## config.mk

```make
export PLATFORM = sky130hd
export DESIGN_NAME = bus_debug_bridge
export DESIGN_NICKNAME = d
export VERILOG_FILES = /design/src/rtl/bus_debug_bridge.sv
export SDC_FILE = /design/constraint.sdc
export NUM_CORES = 1
export LEC_CHECK = 0
export BUFFER_PORTS_ARGS = -buffer_cell sky130_fd_sc_hd__buf_2
export CAP_MARGIN = 0
export CORE_MARGIN = 2
export CORE_UTILIZATION = 30
export CTS_BUF_LIST = sky130_fd_sc_hd__clkbuf_8
export CTS_CLUSTER_SIZE = 20
export DETAILED_ROUTE_END_ITERATION = 10
export HOLD_SLACK_MARGIN = 0.08
export PLACE_DENSITY = 0.52
export SLEW_MARGIN = 20
export SYNTH_ARGS = -nofsm -noshare
export SYNTH_HDL_FRONTEND = slang
export SYNTH_SLANG_ARGS = --single-unit
```

## constraint.sdc

```tcl
create_clock -name clk -period 1.99 [get_ports clk]
set_input_delay 0.4975 -clock clk [delete_from_list [all_inputs] [get_ports clk]]
set_output_delay 0.4975 -clock clk [all_outputs]
set_load 0.005 [all_outputs]
```

## src/rtl/bus_debug_bridge.sv

```systemverilog
// bus_debug_bridge: UART byte-command to 32-bit system bus bridge (W/R commands, K/data/?/EE responses).
module bus_debug_bridge #(
  parameter int TIMEOUT_CYC = 256
) (
  input  logic        clk,
  input  logic        rst,
  input  logic [7:0]  rx_data,
  input  logic        rx_valid,
  output logic        rx_ready,
  output logic [7:0]  tx_data,
  output logic        tx_valid,
  input  logic        tx_ready,
  output logic        bus_en,
  output logic        bus_rdwr,
  output logic [3:0]  bus_mask,
  output logic [31:0] bus_addr,
  output logic [31:0] bus_wr_data,
  input  logic [31:0] bus_rd_data,
  input  logic        bus_rd_valid,
  output logic        busy
);
  typedef enum logic [2:0] {IDLE, ADDR, DATA, BUS_WR, BUS_RD, WAIT_RD, RESP} state_t;
  localparam int TW = $clog2(TIMEOUT_CYC + 1);
  state_t state_q, state_d;
  logic [1:0] cnt_q, cnt_d, last_q, last_d;
  logic is_wr_q, is_wr_d;
  logic [31:0] addr_q, addr_d, data_q, data_d, resp_q, resp_d;
  logic [3:0] mask_q, mask_d;
  logic [TW-1:0] tmo_q, tmo_d;
  logic rx_fire, tx_fire;
  always_ff @(posedge clk) begin
    if (rst) begin
      state_q <= IDLE;
      cnt_q   <= '0;
      last_q  <= '0;
      is_wr_q <= 1'b0;
      addr_q  <= '0;
      data_q  <= '0;
      resp_q  <= '0;
      mask_q  <= '0;
      tmo_q   <= '0;
    end else begin
      state_q <= state_d;
      cnt_q   <= cnt_d;
      last_q  <= last_d;
      is_wr_q <= is_wr_d;
      addr_q  <= addr_d;
      data_q  <= data_d;
      resp_q  <= resp_d;
      mask_q  <= mask_d;
      tmo_q   <= tmo_d;
    end
  end
  // Response bytes are shifted out of resp_q MSB first; last_q is the index of the final byte.
  always_comb begin
    state_d = state_q;
    is_wr_d = is_wr_q;
    addr_d  = addr_q;
    data_d  = data_q;
    resp_d  = resp_q;
    last_d  = last_q;
    tmo_d   = '0;
    case (state_q)
      IDLE: if (rx_fire) begin
        is_wr_d = rx_data == 8'h57;
        state_d = (rx_data == 8'h57 || rx_data == 8'h52) ? ADDR : RESP;
        resp_d  = {8'h3F, 24'h0};
        last_d  = 2'd0;
      end
      ADDR: if (rx_fire) begin
        addr_d = {addr_q[23:0], rx_data};
        if (cnt_q == 2'd3) state_d = is_wr_q ? DATA : BUS_RD;
      end
      DATA: if (rx_fire) begin
        data_d = {data_q[23:0], rx_data};
        if (cnt_q == 2'd3) state_d = BUS_WR;
      end
      BUS_WR: begin
        state_d = RESP;
        resp_d  = {8'h4B, 24'h0};
        last_d  = 2'd0;
      end
      BUS_RD: state_d = WAIT_RD;
      WAIT_RD: if (bus_rd_valid) begin
        state_d = RESP;
        resp_d  = bus_rd_data;
        last_d  = 2'd3;
      end else if (tmo_q == TW'(TIMEOUT_CYC - 1)) begin
        state_d = RESP;
        resp_d  = {8'hEE, 24'h0};
        last_d  = 2'd0;
      end else begin
        tmo_d = tmo_q + TW'(1);
      end
      RESP: if (tx_fire) begin
        if (cnt_q == last_q) state_d = IDLE;
        resp_d = {resp_q[23:0], 8'h00};
      end
      default: state_d = IDLE;
    endcase
    cnt_d  = (state_d != state_q) ? 2'd0 : cnt_q + {1'b0, rx_fire | tx_fire};
    mask_d = (state_d == BUS_WR || state_d == BUS_RD) ? 4'hF : (state_d == IDLE ? 4'h0 : mask_q);
  end
  always_comb begin
    rx_ready    = state_q == IDLE || state_q == ADDR || state_q == DATA;
    tx_valid    = state_q == RESP;
    rx_fire     = rx_valid && rx_ready;
    tx_fire     = tx_valid && tx_ready;
    tx_data     = tx_valid ? resp_q[31:24] : 8'h00;
    bus_en      = !rst && (state_q == BUS_WR || state_q == BUS_RD);
    bus_rdwr    = state_q == BUS_WR;
    bus_mask    = mask_q;
    bus_addr    = {addr_q[31:2], 2'b00};
    bus_wr_data = data_q;
    busy        = state_q != IDLE;
  end
endmodule

```

==> results.py, run 1 <==
metrics = {
    "worst_setup_path": {
        "path_cells": "inv_8 > or3_4 > a21oi_4 > buf_2",
        "worstSetupEndpointType": "output pin",
        "crit_slowest_cell": "dfxtp_4",
        "cp_max_fo": 4,
        "max_stage_delay_ps": 390,
        "crit_path_start_kind": "flip-flop",
        "cp.arrival_ps": 1560,
        "critical_path_required_ps": 1490,
        "critPathKind": "reg2out",
    },
    "pwr": {
        "clkPwrFrac_pct": 30.0,
        "power.internal_mw": 4.861,
        "swShare_pct": 34.70,
        "p_seq_share_pct": 37.0,
        "combPwrFrac_pct": 33.0,
        "p_sw_mw": 2.583,
        "ir_worst_vdd_uv": 465.6,
        "power.leakage_nw": 2.724,
        "powerDensity_mw_per_mm2": 1129,
    },
    "floorplanning": {
        "core-area_mm2": 0.01658,
        "start_util_pct": 30.65,
        "chipHeight_um": 134.2,
        "io_pins": 126,
        "placementRows": 47,
        "dieArea_mm2": 0.01800,
        "die_w_um": 134.2,
    },
    "final_layout": {
        "nets": 775,
        "area.growth.synth_to_final_pct": 29.74,
        "fin_util_pct": 39.76,
        "num_antenna_cells": 0,
        "final_common_cell": "nand2_1",
        "final_cell_mix": "nand2_1, buf_2, dfxtp_1, a21oi_1, nor2_1",
        "stdcell_count": 960,
        "post_route_cells_drive_above_1_share_pct": 36.62,
    },
    "hold_path": {
        "min_path_type": "in2reg",
    },
    "sta": {
        "finClkSkew_ps": 15.28,
        "hold_viol": 0,
        "final_max_slew_viol_count": 0,
        "worst_slack_ps": -63.42,
        "finalSetupViolations": 1,
        "rsz0062_at_grt": "yes",
        "fin_crit_sh_pct": 103.2,
        "layout_min_cycle_time_ps": 2053,
        "fmax_mhz": 487.0,
    },
    "placed_design": {
        "place_inst": 905,
        "pre_cts_ws_ps": 35.21,
        "port_buffers": 123,
        "place.gp.congestion": 0.8412,
        "hpwl_um": 8787,
    },
    "global_route": {
        "grt_pass1_wl_um": 21690,
        "grt_pass1_vias": 4307,
        "antenna_found_initial": 0,
        "grt_max_degree": 74,
        "grt_usage_pct": 15.07,
        "grt_overflow_total": 0,
    },
    "synthesis": {
        "yosysTopAreaCell": "dfxtp_1",
        "synth_seq_cells": 113,
        "synth.top_cell.area_share_pct": 44.51,
        "syn_area_mm2": 0.005082,
        "synthArstFlopShare_pct": 0,
        "synth_cell_types": 48,
        "synth_cells": 614,
        "synthTopCellsByArea": "dfxtp_1, nand2_1, a21oi_1, buf_4, nor2_1",
        "yosys_warnings": 0,
        "syn_avg_cell_area_um2": 8.277,
        "synth-edff-count": 0,
        "synth.yosys.seq_area_share_pct": 44.51,
        "ys.flop_type": "dfxtp_1",
    },
    "routing": {
        "wl_per_cell_um": 14.45,
        "routed_via_density": 4.749,
        "ant_nets": 0,
        "dr.pass1.iters": 4,
        "routed_wirelength_um": 13880,
        "drc_errors": 0,
        "vias": 4559,
        "drt-initial-drc-count": 224,
    },
    "cts": {
        "cts_made_buffers": 17,
        "clkLatencyLatePin_ps": 440,
        "cts_hold_buf": 0,
        "cts_tree": "built",
        "clk_path_buf_depth": 2,
        "cts_htree_levels": 4,
        "cts.clk_slew.worst_paths_ps": 70,
        "clock_sink_count": 113,
        "cts_root_buffer": "clkbuf_8",
    },
    "outcome": {
        "status": "finished, violations left",
        "violations": "negative setup slack",
    },
    "job": {
        "maxCapViolations": 0,
    },
}
## area by class of cell
class | instances | area [µm²]
multi-input combinational | 419 | 2480
clock inverter | 13 | 150.1
sequential | 113 | 2278
fill | 1700 | 9990
clock buffer | 19 | 261.5
timing repair buffer | 168 | 1111
inverter | 8 | 37.54
tap | 220 | 275.3
## layer usage
metal / track usage (%) / part of all wire (%) / vias up
li1: - / - / 2286
met5: 0 / 0 / -
met4: 5.263 / 1.2 / 0
met2: 24.46 / 49 / 98
met3: 4.460 / 5.0 / 13
met1: 19.08 / 45 / 2162
## critical path: cells and delay by family, from the launching register on
family,cells,cell delay [ps]
DFF,1,390
and+or+nand+nor,1,390
AOI/OAI and AO/OA,1,170
buffers and inverters,2,160
## metrics by stage
| stage | instance area (µm²) | hold slack (ps) | power [mW] | TNS, ps |
|---|---|---|---|---|
| after floorplan | 5086 | 417.5 | 4.201 | 0 |
| after global placement | 5731 | 430.1 | 4.655 | 0 |
| after detailed placement | 5731 | 444.1 | 4.687 | 0 |
| after CTS | 6267 | 278.2 | 7.108 | -100.6 |
| after global routing | 6594 | 294.0 | 7.900 | -536.1 |
| final | 6594 | 303.7 | 7.444 | -63.42 |
## power groups by stage
| stage | combinational, mW | sequential [mW] | clock, mW |
|---|---|---|---|
| after detailed placement | 1.90 | 2.78 | 0 |
| after global routing | 2.70 | 2.78 | 2.42 |
| after CTS | 2.04 | 2.75 | 2.31 |
| after global placement | 1.87 | 2.79 | 0 |
| final | 2.46 | 2.75 | 2.23 |
| after floorplan | 1.51 | 2.69 | 0 |
## logic make-up after synthesis
| logic type | count (synthesis) | share of synthesized area, % |
|---|---|---|
| adders and majority gates | 3 | 0.7386 |
| DFF | 113 | 44.51 |
| xor gates and xnor gates | 6 | 1.034 |
| AOI/OAI and AO/OA | 137 | 18.76 |
| and+or+nand+nor | 269 | 24.50 |
| other | 1 | 0.07378 |
| buffers and inverters | 85 | 10.39 |
## worst paths after layout
| path | slack, ps | depth (start not counted) | to | startpoint |
|---|---|---|---|---|
| min | 300 | 3 | resp_q[2]$_SDFFE_PP0P_ | bus_rd_data[2] |
| max reg2reg | 40 | 10 | resp_q[28]$_SDFFE_PP0P_ | tmo_q[0]$_SDFF_PP0_ |
| max | -60 | 4 | bus_en | state_q[2]$_SDFF_PP0_ |
| min reg2reg | 450 | 2 | addr_q[29]$_SDFFE_PP0P_ | addr_q[29]$_SDFFE_PP0P_ |
## flip-flops by register name, indices dropped and copies added (netlist names), 2 cells and up
| register | count |
|---|---|
| cnt_q | 2 |
| resp_q | 32 |
| addr_q | 32 |
| tmo_q | 9 |
| bus_wr_data | 32 |
| state_q | 3 |
## what timing repair did
action,CTS,global route
cloned,2,4
endpoints found under the setup margin,13,45
setup buffers,6,12
pin swaps,3,17
resized for setup,12,40
## synth_stat cells (3+ instances only)
| cell type | count |
|---|---|
| o21ai_0 | 14 |
| xor2_1 | 4 |
| nand2_1 | 147 |
| clkbuf_1 | 20 |
| and3_1 | 14 |
| buf_4 | 35 |
| nor2b_1 | 3 |
| nand2b_1 | 5 |
| a221oi_1 | 8 |
| nor2_1 | 47 |
| or3_1 | 3 |
| nor3_1 | 14 |
| dfxtp_1 | 113 |
| nor3_2 | 13 |
| buf_6 | 8 |
| a211oi_1 | 3 |
| a21o_1 | 3 |
| a221oi_2 | 11 |
| buf_2 | 14 |
| inv_1 | 7 |
| ha_1 | 3 |
| nand3_1 | 11 |
| a21oi_1 | 77 |
| a22oi_1 | 8 |
Note: power is estimated with default switching activity, not from simulation.
==> run 2: changes to the inputs <==
Settings changed: GPL_TIMING_DRIVEN set to 0.
==> results.py, run 2 (same netlist as run 1, synthesis figures left out) <==
metrics = {
    "cts": {
        "cts.clk_slew.worst_paths_ps": 70,
        "cts_htree_levels": 4,
        "cts_made_buffers": 17,
        "clock_sink_count": 113,
        "cts_root_buffer": "clkbuf_8",
        "cts_tree": "built",
        "clk_path_buf_depth": 2,
        "cts_hold_buf": 0,
        "clkLatencyLatePin_ps": 440,
    },
    "floorplanning": {
        "placementRows": 47,
        "core-area_mm2": 0.01658,
        "dieArea_mm2": 0.01800,
        "chipHeight_um": 134.2,
        "start_util_pct": 30.65,
        "io_pins": 126,
        "die_w_um": 134.2,
    },
    "global_route": {
        "grt_pass1_vias": 4513,
        "grt_overflow_total": 0,
        "grt_pass1_wl_um": 22960,
        "grt_max_degree": 17,
        "antenna_found_initial": 0,
        "grt_usage_pct": 16.00,
    },
    "pwr": {
        "power.internal_mw": 5.292,
        "power.leakage_nw": 2.973,
        "clkPwrFrac_pct": 30.5,
        "swShare_pct": 33.83,
        "p_sw_mw": 2.706,
        "p_seq_share_pct": 34.7,
        "powerDensity_mw_per_mm2": 1133,
        "ir_worst_vdd_uv": 611.0,
        "power_mw": 7.998,
        "combPwrFrac_pct": 34.9,
    },
    "final_layout": {
        "stdcell_count": 1015,
        "num_antenna_cells": 0,
        "fin_util_pct": 42.58,
        "multiInputGateArea_mm2": 0.002591,
        "nets": 830,
        "final_common_cell": "nand2_1",
        "post_route_cells_drive_above_1_share_pct": 41.26,
        "seqCellArea_mm2": 0.002280,
        "fillers": 1749,
        "final_cell_mix": "nand2_1, buf_2, dfxtp_1, a21oi_1, buf_4",
        "area.growth.synth_to_final_pct": 38.92,
    },
    "routing": {
        "vias": 4702,
        "wl_per_cell_um": 14.37,
        "drt-initial-drc-count": 275,
        "dr.pass1.iters": 6,
        "ant_nets": 0,
        "drc_errors": 0,
        "routed_via_density": 4.633,
        "routed_wirelength_um": 14590,
    },
    "placed_design": {
        "place.gp.congestion": 0.8252,
        "hpwl_um": 10090,
        "place_inst": 957,
        "port_buffers": 122,
        "pre_cts_ws_ps": -583.8,
    },
    "sta": {
        "worstMarginPinSlew_ps": 676.3,
        "finalSetupViolations": 17,
        "fmax_mhz": 468.2,
        "fin_crit_sh_pct": 107.3,
        "layout_min_cycle_time_ps": 2136,
        "final_max_slew_viol_count": 0,
        "whs_ps": 299.3,
        "rsz0062_at_grt": "yes",
        "worst_slack_ps": -145.9,
        "hold_viol": 0,
        "finClkSkew_ps": 14.56,
        "max-slew-margin-rel_pct": 54.91,
    },
    "worst_setup_path": {
        "cp.arrival_ps": 1640,
        "crit_path_start_kind": "flip-flop",
        "cp_max_fo": 8,
        "critPathKind": "reg2out",
        "worstSetupEndpointType": "output pin",
        "critical_path_required_ps": 1490,
    },
    "outcome": {
        "status": "finished, violations left",
        "violations": "negative setup slack",
    },
    "job": {
        "maxCapViolations": 0,
    },
    "hold_path": {
        "min_path_type": "in2reg",
    },
}
[run 2: layout make-up]
cell class | instances | area share [%]
Multi-Input combinational cell | 418 | 36.70
Sequential cell | 113 | 32.29
Timing Repair Buffer | 148 | 12.46
Buffer | 76 | 7.886
Tap cell | 220 | 3.899
Clock buffer | 19 | 3.704
Clock inverter | 13 | 2.605
Inverter | 8 | 0.4607
[run 2: per-layer routing]
metal / share of wire (%) / wire [µm] / GRT usage [%]
met2: 47 / 6902 / 25.82
met3: 5.0 / 728 / 3.628
met4: 1.9 / 276 / 5.789
met1: 46 / 6681 / 20.98
met5: 0 / 0 / 0
[run 2: worst max-delay path, stage by stage (launching register included)]
cell and delay [ps]:
dfxtp_4 370, clkbuf_16 160, or3_4 380, a21oi_4 160, buf_2 130
[run 2: per-stage QoR]
step	cell area (µm²)	TNS [ps]
3_5_place_dp	5972	-6158
6_report	7061	-787.4
2_1_floorplan	5086	0
5_1_grt	7061	-3815
3_3_place_gp	5972	-4736
4_1_cts	6591	-1203
[run 2: worst paths after layout]
| path | slack (ps) | depth (start not counted) | endpoint | startpoint |
|---|---|---|---|---|
| max reg2reg | -30 | 10 | resp_q[22]$_SDFFE_PP0P_ | tmo_q[0]$_SDFF_PP0_ |
| min reg2reg | 450 | 2 | bus_wr_data[25]$_SDFFE_PP0P_ | bus_wr_data[25]$_SDFFE_PP0P_ |
| min | 300 | 3 | resp_q[2]$_SDFFE_PP0P_ | bus_rd_data[2] |
| max | -150 | 4 | bus_en | state_q[1]$_SDFF_PP0_ |
[run 2: what timing repair did]
action,4_1_cts,5_1_grt
setup buffers,4,17
cloned,1,5
gates resized for setup,32,65
pin swaps,4,21
endpoints found under the setup margin,44,43
[run 2: power by group through the flow]
stage	Sequential, mW	Clock [mW]	Combinational [mW]
floorplan	2.69	0	1.51
global placement	2.75	0	2.01
detailed placement	2.75	0	2.02
CTS	2.70	2.49	2.21
global route	2.81	2.61	3.05
finish	2.77	2.44	2.79
==> run 3: changes to the inputs <==
Settings changed: CAP_MARGIN 0 to 30, TNS_END_PERCENT set to 20.
Clock period 1.99 ns to 2 ns, I/O delays scaled along.
==> results.py, run 3 (same netlist as run 1, synthesis figures left out) <==
metrics = {
    "outcome": {
        "status": "finished, violations left",
        "violations": "negative setup slack",
    },
    "routing": {
        "drt-initial-drc-count": 265,
        "routed_wirelength_um": 14490,
        "wl_per_cell_um": 14.40,
        "ant_nets": 0,
        "dr.pass1.iters": 6,
        "routed_via_density": 4.638,
        "vias": 4666,
        "drc_errors": 0,
    },
    "worst_setup_path": {
        "max_stage_delay_ps": 420,
        "critical_path_required_ps": 1500,
        "worst-r2r-setup-slack_ps": 10,
        "critPathKind": "reg2out",
        "worst_r2r_path_depth": 10,
        "crit_path_start_kind": "flip-flop",
        "cp_max_fo": 9,
        "worstSetupEndpointType": "output pin",
        "cp.arrival_ps": 1640,
        "path_cells": "inv_2 > or3_4 > a21oi_4 > buf_2",
        "crit_slowest_cell": "or3_4",
    },
    "global_route": {
        "grt_max_degree": 17,
        "grt_overflow_total": 0,
        "grt_pass1_vias": 4496,
        "grt_pass1_wl_um": 22860,
        "grt_usage_pct": 15.96,
        "antenna_found_initial": 0,
    },
    "cts": {
        "clk_path_buf_depth": 2,
        "cts_hold_buf": 0,
        "clock_sink_count": 113,
        "cts_root_buffer": "clkbuf_8",
        "cts_tree": "built",
        "cts_htree_levels": 4,
        "clkLatencyLatePin_ps": 440,
        "cts.clk_slew.worst_paths_ps": 70,
        "cts_made_buffers": 17,
    },
    "final_layout": {
        "post_route_cells_drive_above_1_share_pct": 38.42,
        "seqCellArea_mm2": 0.002278,
        "nets": 821,
        "final_common_cell": "nand2_1",
        "final_cell_mix": "nand2_1, buf_2, dfxtp_1, a21oi_1, buf_4",
        "fillers": 1760,
        "multiInputGateArea_mm2": 0.002481,
        "area.growth.synth_to_final_pct": 34.49,
        "num_antenna_cells": 0,
    },
    "pwr": {
        "powerDensity_mw_per_mm2": 1121,
        "ir_worst_vdd_uv": 611.5,
        "power_mw": 7.663,
        "power.leakage_nw": 2.885,
    },
    "sta": {
        "tns_ps": -557.6,
        "layout_min_cycle_time_ps": 2137,
        "fmax_mhz": 467.9,
        "worstMarginPinSlew_ps": 671.9,
        "hold_viol": 0,
        "fin_crit_sh_pct": 106.9,
        "finClkSkew_ps": 14.35,
        "rsz0062_at_grt": "yes",
        "whs_ps": 309.2,
        "max-slew-margin-rel_pct": 55.20,
        "worst_slack_ps": -137.3,
        "final_max_slew_viol_count": 0,
        "finalSetupViolations": 10,
    },
    "placed_design": {
        "port_buffers": 122,
        "pre_cts_ws_ps": -578.8,
        "place.gp.congestion": 0.8252,
        "hpwl_um": 10090,
    },
    "floorplanning": {
        "io_pins": 126,
        "die_w_um": 134.2,
        "chipHeight_um": 134.2,
        "placementRows": 47,
        "dieArea_mm2": 0.01800,
        "core-area_mm2": 0.01658,
        "start_util_pct": 30.65,
    },
    "hold_path": {
        "min_path_type": "in2reg",
        "whs_path_depth": 3,
    },
    "job": {
        "maxCapViolations": 0,
    },
}
run 3: cell count changes in the layout (fill, tap and decap cells not counted), sizes merged:
cell,before,now
buf,202,195
clkbuf,41,39
run 3: worst max-delay path, delay by kind of cell (launching register included):
kind                   cells  cell delay (ps)
AND/OR/NAND/NOR            1              420
flip-flops                 1              390
buffers and inverters      2              240
AO/OA/AOI/OAI              1              170
run 3: through the flow:
stage	cell area (µm²)	util, %	cells
2_1_floorplan	5086	-	615
5_1_grt	6835	41.22	1006
6_report	6835	41.22	1006
3_3_place_gp	5972	36.01	957
4_1_cts	6543	39.45	993
3_5_place_dp	5972	36.01	957
run 3: cell type report:
cell class | instances | share of cell area (%)
buffer | 76 | 8.072
clock buffer | 19 | 3.826
clock inverter | 13 | 2.691
inverter | 8 | 0.4393
multi-input combinational | 418 | 36.30
sequential | 113 | 33.33
tap | 220 | 4.027
timing repair buffer | 139 | 11.31
run 3: power breakdown:
group	internal (mW)	switching (mW)	leakage [nW]	total [mW]
sequential	2.52	0.206	0.920	2.72
clock	1.43	0.997	0.224	2.42
combinational	1.13	1.39	1.74	2.52
total	5.07	2.59	2.89	7.66
run 3: worst paths after layout:
kind / from / to
setup reg to reg: tmo_q[3]$_SDFF_PP0_ / resp_q[11]$_SDFFE_PP0P_
hold reg to reg: bus_wr_data[25]$_SDFFE_PP0P_ / bus_wr_data[25]$_SDFFE_PP0P_
setup / recovery: state_q[2]$_SDFF_PP0_ / bus_en
hold / removal: bus_rd_data[2] / resp_q[2]$_SDFFE_PP0P_
run 3: timing repair:
item / in CTS / in global routing
cloned: 1 / 3
buffers inserted: 3 / 11
pin swaps: 2 / 11
endpoints found under the setup margin: 44 / 47
resized for setup: 26 / 45
run 3: metal layers:
layer / track usage, % / up-vias / share of wire [%]
met5: 0 / - / 0
met4: 5.789 / 0 / 1.4
met3: 3.628 / 18 / 5.1
met2: 25.74 / 123 / 47
met1: 20.93 / 2150 / 46
li1: - / 2375 / -
